$ cat src/rtl/matrix_acc_drain_pkg.sv
// Shared constants for the matrix accumulator / drain block.
// The opcode values sit next to the existing matrix opcodes and do not
// collide with them.
package matrix_acc_drain_pkg;

    localparam int OPC_W = 4;
    localparam int IDX_W = 2;

    localparam logic [OPC_W-1:0] MATRIX_MUL   = 4'h1;
    localparam logic [OPC_W-1:0] MATRIX_CLR   = 4'h6;
    localparam logic [OPC_W-1:0] MATRIX_DRAIN = 4'h7;

endpackage

$ cat src/rtl/matrix_acc_drain_if.sv
// Command, multiplier and drain-stream signals of the accumulator block.
// master: execute-stage side, slave: matrix_acc_drain.
interface matrix_acc_drain_if #(
    parameter int N_ROWS = 4,
    parameter int ROW_W  = 32
);
    logic                      cmd_valid;
    logic                      cmd_ready;
    logic [3:0]                mul_ctrl;
    logic                      drain_clr;
    logic [N_ROWS*ROW_W-1:0]   mac_result;
    logic [N_ROWS*ROW_W-1:0]   acc_o;
    logic                      out_valid;
    logic                      out_ready;
    logic [ROW_W-1:0]          out_data;
    logic [1:0]                out_idx;
    logic                      out_last;
    logic                      busy;
    logic                      done;

    modport master (
        output cmd_valid, mul_ctrl, drain_clr, mac_result, out_ready,
        input  cmd_ready, acc_o, out_valid, out_data, out_idx, out_last, busy, done
    );

    modport slave (
        input  cmd_valid, mul_ctrl, drain_clr, mac_result, out_ready,
        output cmd_ready, acc_o, out_valid, out_data, out_idx, out_last, busy, done
    );
endinterface

$ cat src/rtl/matrix_row_streamer.sv
// Snapshots the accumulator rows on a load strobe and streams them out one
// row per handshake, then pulses done for one cycle.
module matrix_row_streamer
    import matrix_acc_drain_pkg::*;
#(
    parameter int N_ROWS = 4,
    parameter int ROW_W  = 32
) (
    input  logic                    clk,
    input  logic                    rst,
    input  logic                    load_i,
    input  logic [N_ROWS*ROW_W-1:0] rows_i,
    input  logic                    out_ready_i,
    output logic                    out_valid_o,
    output logic [ROW_W-1:0]        out_data_o,
    output logic [IDX_W-1:0]        out_idx_o,
    output logic                    out_last_o,
    output logic                    busy_o,
    output logic                    done_o
);

    typedef enum logic {
        ST_IDLE  = 1'b0,
        ST_DRAIN = 1'b1
    } drain_state_e;

    drain_state_e     state_q, state_d;
    logic [IDX_W-1:0] rcnt_q, rcnt_d;
    logic             done_q, done_d;
    logic [ROW_W-1:0] shadow_q [N_ROWS];

    // A load is only honoured in IDLE, so the snapshot never changes mid-drain.
    generate
        for (genvar gi = 0; gi < N_ROWS; gi++) begin : g_shadow
            // Capture row gi of the accumulator when a drain starts.
            always_ff @(posedge clk) begin
                if (rst) begin
                    shadow_q[gi] <= '0;
                end else if (load_i && (state_q == ST_IDLE)) begin
                    shadow_q[gi] <= rows_i[gi*ROW_W +: ROW_W];
                end
            end
        end
    endgenerate

    // FSM state, row counter and done pulse registers.
    always_ff @(posedge clk) begin
        if (rst) begin
            state_q <= ST_IDLE;
            rcnt_q  <= '0;
            done_q  <= 1'b0;
        end else begin
            state_q <= state_d;
            rcnt_q  <= rcnt_d;
            done_q  <= done_d;
        end
    end

    // Next state and stream outputs; outputs read zero outside a drain.
    always_comb begin
        state_d     = state_q;
        rcnt_d      = rcnt_q;
        done_d      = 1'b0;
        out_valid_o = 1'b0;
        out_data_o  = '0;
        out_idx_o   = '0;
        out_last_o  = 1'b0;
        case (state_q)
            ST_IDLE: begin
                if (load_i) begin
                    state_d = ST_DRAIN;
                    rcnt_d  = '0;
                end
            end
            ST_DRAIN: begin
                out_valid_o = 1'b1;
                out_data_o  = shadow_q[rcnt_q];
                out_idx_o   = rcnt_q;
                out_last_o  = (rcnt_q == IDX_W'(N_ROWS - 1));
                if (out_ready_i) begin
                    rcnt_d = rcnt_q + 1'b1;
                    if (out_last_o) begin
                        state_d = ST_IDLE;
                        done_d  = 1'b1;
                    end
                end
            end
            default: state_d = ST_IDLE;
        endcase
    end

    assign busy_o = (state_q == ST_DRAIN);
    assign done_o = done_q;

endmodule

$ cat src/rtl/matrix_acc_drain.sv
// Accumulator state holder for the 4x4 int8 matrix unit: captures multiplier
// results, clears on command, and hands a snapshot to the row streamer on drain.
module matrix_acc_drain
    import matrix_acc_drain_pkg::*;
#(
    parameter int N_ROWS = 4,
    parameter int ROW_W  = 32
) (
    input  logic             clk,
    input  logic             rst,
    matrix_acc_drain_if.slave bus
);

    logic [ROW_W-1:0] acc_q [N_ROWS];
    logic [ROW_W-1:0] acc_d [N_ROWS];
    logic             busy;
    logic             cmd_fire;
    logic             fire_mul;
    logic             fire_zero;
    logic             fire_drain;

    // A drain cannot start while one is streaming; every other opcode
    // (including NOPs) is always taken.
    assign bus.cmd_ready = !busy || (bus.mul_ctrl != MATRIX_DRAIN);
    assign cmd_fire      = bus.cmd_valid && bus.cmd_ready;
    assign fire_mul      = cmd_fire && (bus.mul_ctrl == MATRIX_MUL);
    assign fire_drain    = cmd_fire && (bus.mul_ctrl == MATRIX_DRAIN);
    assign fire_zero     = (cmd_fire && (bus.mul_ctrl == MATRIX_CLR))
                         || (fire_drain && bus.drain_clr);

    generate
        for (genvar gi = 0; gi < N_ROWS; gi++) begin : g_acc
            // Row gi next value: multiplier result, zero, or hold.
            always_comb begin
                acc_d[gi] = acc_q[gi];
                if (fire_mul) begin
                    acc_d[gi] = bus.mac_result[gi*ROW_W +: ROW_W];
                end else if (fire_zero) begin
                    acc_d[gi] = '0;
                end
            end

            // Row gi accumulator register.
            always_ff @(posedge clk) begin
                if (rst) begin
                    acc_q[gi] <= '0;
                end else begin
                    acc_q[gi] <= acc_d[gi];
                end
            end

            assign bus.acc_o[gi*ROW_W +: ROW_W] = acc_q[gi];
        end
    endgenerate

    // The streamer snapshots acc_q (pre-clear value) on the drain edge.
    matrix_row_streamer #(
        .N_ROWS (N_ROWS),
        .ROW_W  (ROW_W)
    ) u_streamer (
        .clk         (clk),
        .rst         (rst),
        .load_i      (fire_drain),
        .rows_i      (bus.acc_o),
        .out_ready_i (bus.out_ready),
        .out_valid_o (bus.out_valid),
        .out_data_o  (bus.out_data),
        .out_idx_o   (bus.out_idx),
        .out_last_o  (bus.out_last),
        .busy_o      (busy),
        .done_o      (bus.done)
    );

    assign bus.busy = busy;

endmodule

$ cat src/flat_wrapper.sv
// flat-port wrapper written by rule: the top's interface ports become plain ports
module matrix_acc_drain_flat import matrix_acc_drain_pkg::*;
#(
    parameter int N_ROWS = 4,
    parameter int ROW_W  = 32
)
  (clk, rst, bus_cmd_valid, bus_mul_ctrl, bus_drain_clr, bus_mac_result, bus_out_ready, bus_cmd_ready, bus_acc_o, bus_out_valid, bus_out_data, bus_out_idx, bus_out_last, bus_busy, bus_done);
  matrix_acc_drain_if #(.N_ROWS(N_ROWS), .ROW_W(ROW_W)) bus_i ();
  input  logic clk;
  input  logic rst;
  input wire logic [$bits(bus_i.cmd_valid)-1:0] bus_cmd_valid;
  input wire logic [$bits(bus_i.mul_ctrl)-1:0] bus_mul_ctrl;
  input wire logic [$bits(bus_i.drain_clr)-1:0] bus_drain_clr;
  input wire logic [$bits(bus_i.mac_result)-1:0] bus_mac_result;
  input wire logic [$bits(bus_i.out_ready)-1:0] bus_out_ready;
  output wire logic [$bits(bus_i.cmd_ready)-1:0] bus_cmd_ready;
  output wire logic [$bits(bus_i.acc_o)-1:0] bus_acc_o;
  output wire logic [$bits(bus_i.out_valid)-1:0] bus_out_valid;
  output wire logic [$bits(bus_i.out_data)-1:0] bus_out_data;
  output wire logic [$bits(bus_i.out_idx)-1:0] bus_out_idx;
  output wire logic [$bits(bus_i.out_last)-1:0] bus_out_last;
  output wire logic [$bits(bus_i.busy)-1:0] bus_busy;
  output wire logic [$bits(bus_i.done)-1:0] bus_done;
  assign bus_i.cmd_valid = bus_cmd_valid;
  assign bus_i.mul_ctrl = bus_mul_ctrl;
  assign bus_i.drain_clr = bus_drain_clr;
  assign bus_i.mac_result = bus_mac_result;
  assign bus_i.out_ready = bus_out_ready;
  assign bus_cmd_ready = bus_i.cmd_ready;
  assign bus_acc_o = bus_i.acc_o;
  assign bus_out_valid = bus_i.out_valid;
  assign bus_out_data = bus_i.out_data;
  assign bus_out_idx = bus_i.out_idx;
  assign bus_out_last = bus_i.out_last;
  assign bus_busy = bus_i.busy;
  assign bus_done = bus_i.done;
  matrix_acc_drain #(.N_ROWS(N_ROWS), .ROW_W(ROW_W)) u_core (.clk(clk), .rst(rst), .bus(bus_i));
endmodule
$ cat config.mk
export PLATFORM = sky130hd
export DESIGN_NAME = matrix_acc_drain_flat
export DESIGN_NICKNAME = d
export VERILOG_FILES = /design/src/rtl/matrix_acc_drain_pkg.sv /design/src/rtl/matrix_acc_drain_if.sv /design/src/rtl/matrix_row_streamer.sv /design/src/rtl/matrix_acc_drain.sv /design/src/flat_wrapper.sv
export SDC_FILE = /design/constraint.sdc
export NUM_CORES = 1
export LEC_CHECK = 0
export CAP_MARGIN = 30
export CELL_PAD_IN_SITES_DETAIL_PLACEMENT = 0
export CELL_PAD_IN_SITES_GLOBAL_PLACEMENT = 1
export CORE_ASPECT_RATIO = 1.5
export CORE_UTILIZATION = 42
export DETAILED_ROUTE_END_ITERATION = 7
export PLACE_DENSITY_LB_ADDON = 0.1
export REMOVE_ABC_BUFFERS = 1
export SETUP_SLACK_MARGIN = 0.05
export SLEW_MARGIN = 5
export SYNTH_ARGS = -nofsm -noshare
export SYNTH_HDL_FRONTEND = slang
export SYNTH_SLANG_ARGS = --single-unit
$ cat constraint.sdc
create_clock -name clk -period 8.1 [get_ports clk]
set_input_delay 1.62 -clock clk [delete_from_list [all_inputs] [get_ports clk]]
set_output_delay 1.62 -clock clk [all_outputs]
set_load 0.05 [all_outputs]
==> summary.md <==
| Metric | Value |
|---|---|
| Number of routed nets with antenna violations | 0 |
| Crit path launch | bus_mul_ctrl[1] |
| # Max-Cap Violations | 0 |
| Clk_lat worst skew | around 0.5 ns |
| Area share of the largest cell type after synthesis | a little over a third |
| RSZ-0062 raised after global routing | false |
| Final Hold Violating Endpoints | 0 |
| Worst R2R Start | u_core.u_streamer.busy_o |
| Skew final | around 0.0075 ns |
| DR vias/cell | about 5.5 |
| Tightest Pin Transition | about 1 ns |
| Drt wl/cell | between 15 and 20 µm |
| Share of power burned in registers | ~50% |
| Detailed Place HPWL | 16.8 mm |
| H-tree depth | 1 |
| Max Clock Freq | 203 MHz |
| Initial antenna violation count | 0 |
| Worst-path cell chain | clkdlybuf4s50_1 > nand4_1 > or2_1 > clkdlybuf4s50_1 |
| HP Start | u_core.u_streamer.rcnt_q[1] |
| Clk network pwr share | a little over two fifths |
| Die ar. | 0.0260 mm² |
| Total I/O pin count | between 300 and 400 |
| IO Port Bufs | around 300 |
| Slowest cell on crit path | clkdlybuf4s50_1 |
| Max-slew violation count | 0 |
| Post-synthesis cell type count | 27 |
| Max stage delay on crit path | ~0.7 ns |
| Sequential area share after synthesis | between 60% and 70% |
| Combinational power share | 7.1% |
| Mapped cell area | 0.0107 mm² |
| Starting Density | 42.6% |
| Fin crit share | 60.8% |
| Req. time, crit path | around 6.5 ns |
| CTS Hold Bufs | 0 |
| Ratio of cells with drive above 1 in the final layout | between 10% and 20% |
| Cell mode on critical path | clkdlybuf4s50_1 |
| Ys Warns | 0 |
| Largest net degree at the start of global routing | between 90 and 100 |
| Drt total wl | between 20 and 30 mm |
| Detailed-route DRC error count | 0 |
| Internal | approximately 2.3 mW |
| Switching Fraction | 21.1% |
| Worst setup EP type | output pin |
| GPL Wtd Cong | 0.740 |
| Core Util, Final | 58.9% |
| Setup Viol. Count Final | 0 |
| Status | finished clean |
| VDD IR max | around 0.15 mV |
| Mapped Avg Cell Area | roughly 15 µm² |
| Drt pass-1 iters | 5 |
| Die X-Extent | between 100 and 150 µm |
| Post-Syn Instances | ~690 |
| Top cells by area, synth | edfxtp_1, dfxtp_1, a32o_1 |
| First-pass GRT wire length | approximately 41 mm |
| CTS tree | done |
| Normalized max-slew margin | roughly a third |
| CP Launch Type | input port |
| Vias in the first global route | between 7000 and 8000 |
| Crit Path Class | in -> out |
| Number of synthesized register bits | roughly 260 |
| DRT iter0 DRCs | ~370 |
| CTS Buf Count | 26 |
| Max Buffers Root-to-Sink | 3 |
| Post-route minimum period | just under 5 ns |
| Pwr per Cell Area | between 150 and 200 mW/mm² |
| Psw | between 600 and 700 µW |
| Number of gates resized after CTS | 0 |
| Clock transition at path regs | 0.06 ns |
| Clock sinks | approximately 260 |
| Core area | about 0.025 mm² |
| Hold Path Class | reg -> reg |
| Setup TNS | 0 ns |
| Leakage power total | approximately 4.7 nW |
| Crit-path max FO | 5 |
| # Post-CTS Setup Buffers | 0 |
| Total power | 2.85 mW |
| Area delta synth->final | 38.4% |
| Nets | roughly 1100 |
| Cell taking the most area after synthesis | edfxtp_1 |
| CP Data Arrival Time | roughly 3.3 ns |
| Clk root buf | clkbuf_16 |
| All-layer global routing usage | between 15 and 20% |
| Die Ht | between 150 and 200 µm |
| Diodes inserted | 0 |
| Total number of vias | just over 7000 |
| Row Count | 71 |
| Total gr overflow | 0 |
## registers in the layout, summed over array words and instances, names as in the netlist, named ones only
signal and cells:
u_core.u_streamer.rcnt_q 2, u_core.u_streamer.done_o 1, u_core.u_streamer.shadow_q 128, u_core.u_streamer.busy_o 1, u_core.acc_q 128
## power by group through the flow
stage,clock network (mW),registers (mW),logic (mW)
floorplan,0,1.49,0.0549
global placement,0,1.46,0.195
detailed placement,0,1.47,0.200
CTS,1.24,1.44,0.201
global route,1.30,1.44,0.213
finish,1.22,1.44,0.201
## synth_stat cells, drive strengths merged
cell type,instances
nor2b,1
or2,2
nand3,4
clkbuf,41
inv,1
dfxtp,134
o22ai,1
nand2,5
a32o,128
buf,43
mux4,32
nor4,1
and2,35
nand2b,2
nor3b,128
edfxtp,128
nand4,1
a21oi,3
ha,1
or3,1
and3,1
nand3b,1
## layer usage
metal,GRT usage [%],vias up,share of wire [%]
met1,22.8,3580,40
met3,3.26,32,4.8
met4,5.47,0,1.9
met2,36.7,212,54
met5,0,-,0
li1,-,3316,-
## through the flow
| stage | std cells | setup WS [ns] | instance area [µm²] | hold slack [ns] |
|---|---|---|---|---|
| global route | 1301 | 3.08 | 14800 | 0.547 |
| global placement | 1249 | 3.11 | 13800 | 0.476 |
| detailed placement | 1251 | 2.98 | 13800 | 0.508 |
| CTS | 1299 | 3.16 | 14700 | 0.519 |
| floorplan | 610 | -3.25 | 10200 | 0.462 |
| finish | 1301 | 3.18 | 14800 | 0.513 |
## worst max-delay path: cells and delay by family
kind	cells	cell delay, ns
and+or+nand+nor	2	0.42
buffers and inverters	2	1.26
## final timing paths
check / to / slack, ns / cells past startpoint
min: flip-flop / 0.51 / 2
max reg2reg: u_core.u_streamer.shadow_q[0][22] / 4.65 / 5
max: bus_cmd_ready / 3.18 / 4
min reg2reg: flip-flop / 0.51 / 2
## kinds of logic (layout without fill, tap and decap cells)
kind of cell             after synthesis  in the layout  synth area share [%]
AO/OA/AOI/OAI                        132            132                  12.2
adder cells (fa/ha/maj)                1              1                 0.117
buffers and inverters                 85            364                  4.02
flip-flops                           262            262                  61.2
multiplexers                          32             32                  6.76
AND/OR/NAND/NOR                      182            182                  15.7
## cell usage in the layout, fill, tap and decap left out, types with 2 or more instances in the layout
cell             count
edfxtp_1           128
nor3b_2             78
mux4_2              32
clkbuf_8             8
nand3_1              4
clkbuf_1             9
a32o_1             128
clkinv_2             2
buf_4                8
dfxtp_2              3
dfxtp_1            131
nand2_1              4
a21oi_1              3
clkdlybuf4s50_1    302
and2_1              35
buf_16               4
nand2b_1             2
nor3b_1             50
clkbuf_16           28
## layout make-up
| cell class | instances | area [µm²] |
|---|---|---|
| inverter | 1 | 6.26 |
| multi-input combinational | 347 | 3730 |
| fill | 1973 | 10300 |
| timing repair buffer | 315 | 3200 |
| sequential | 262 | 6530 |
| clock buffer | 45 | 845 |
| tap | 328 | 410 |
| clock inverter | 3 | 40.0 |
No activity file was read; power rests on OpenSTA's default activity.
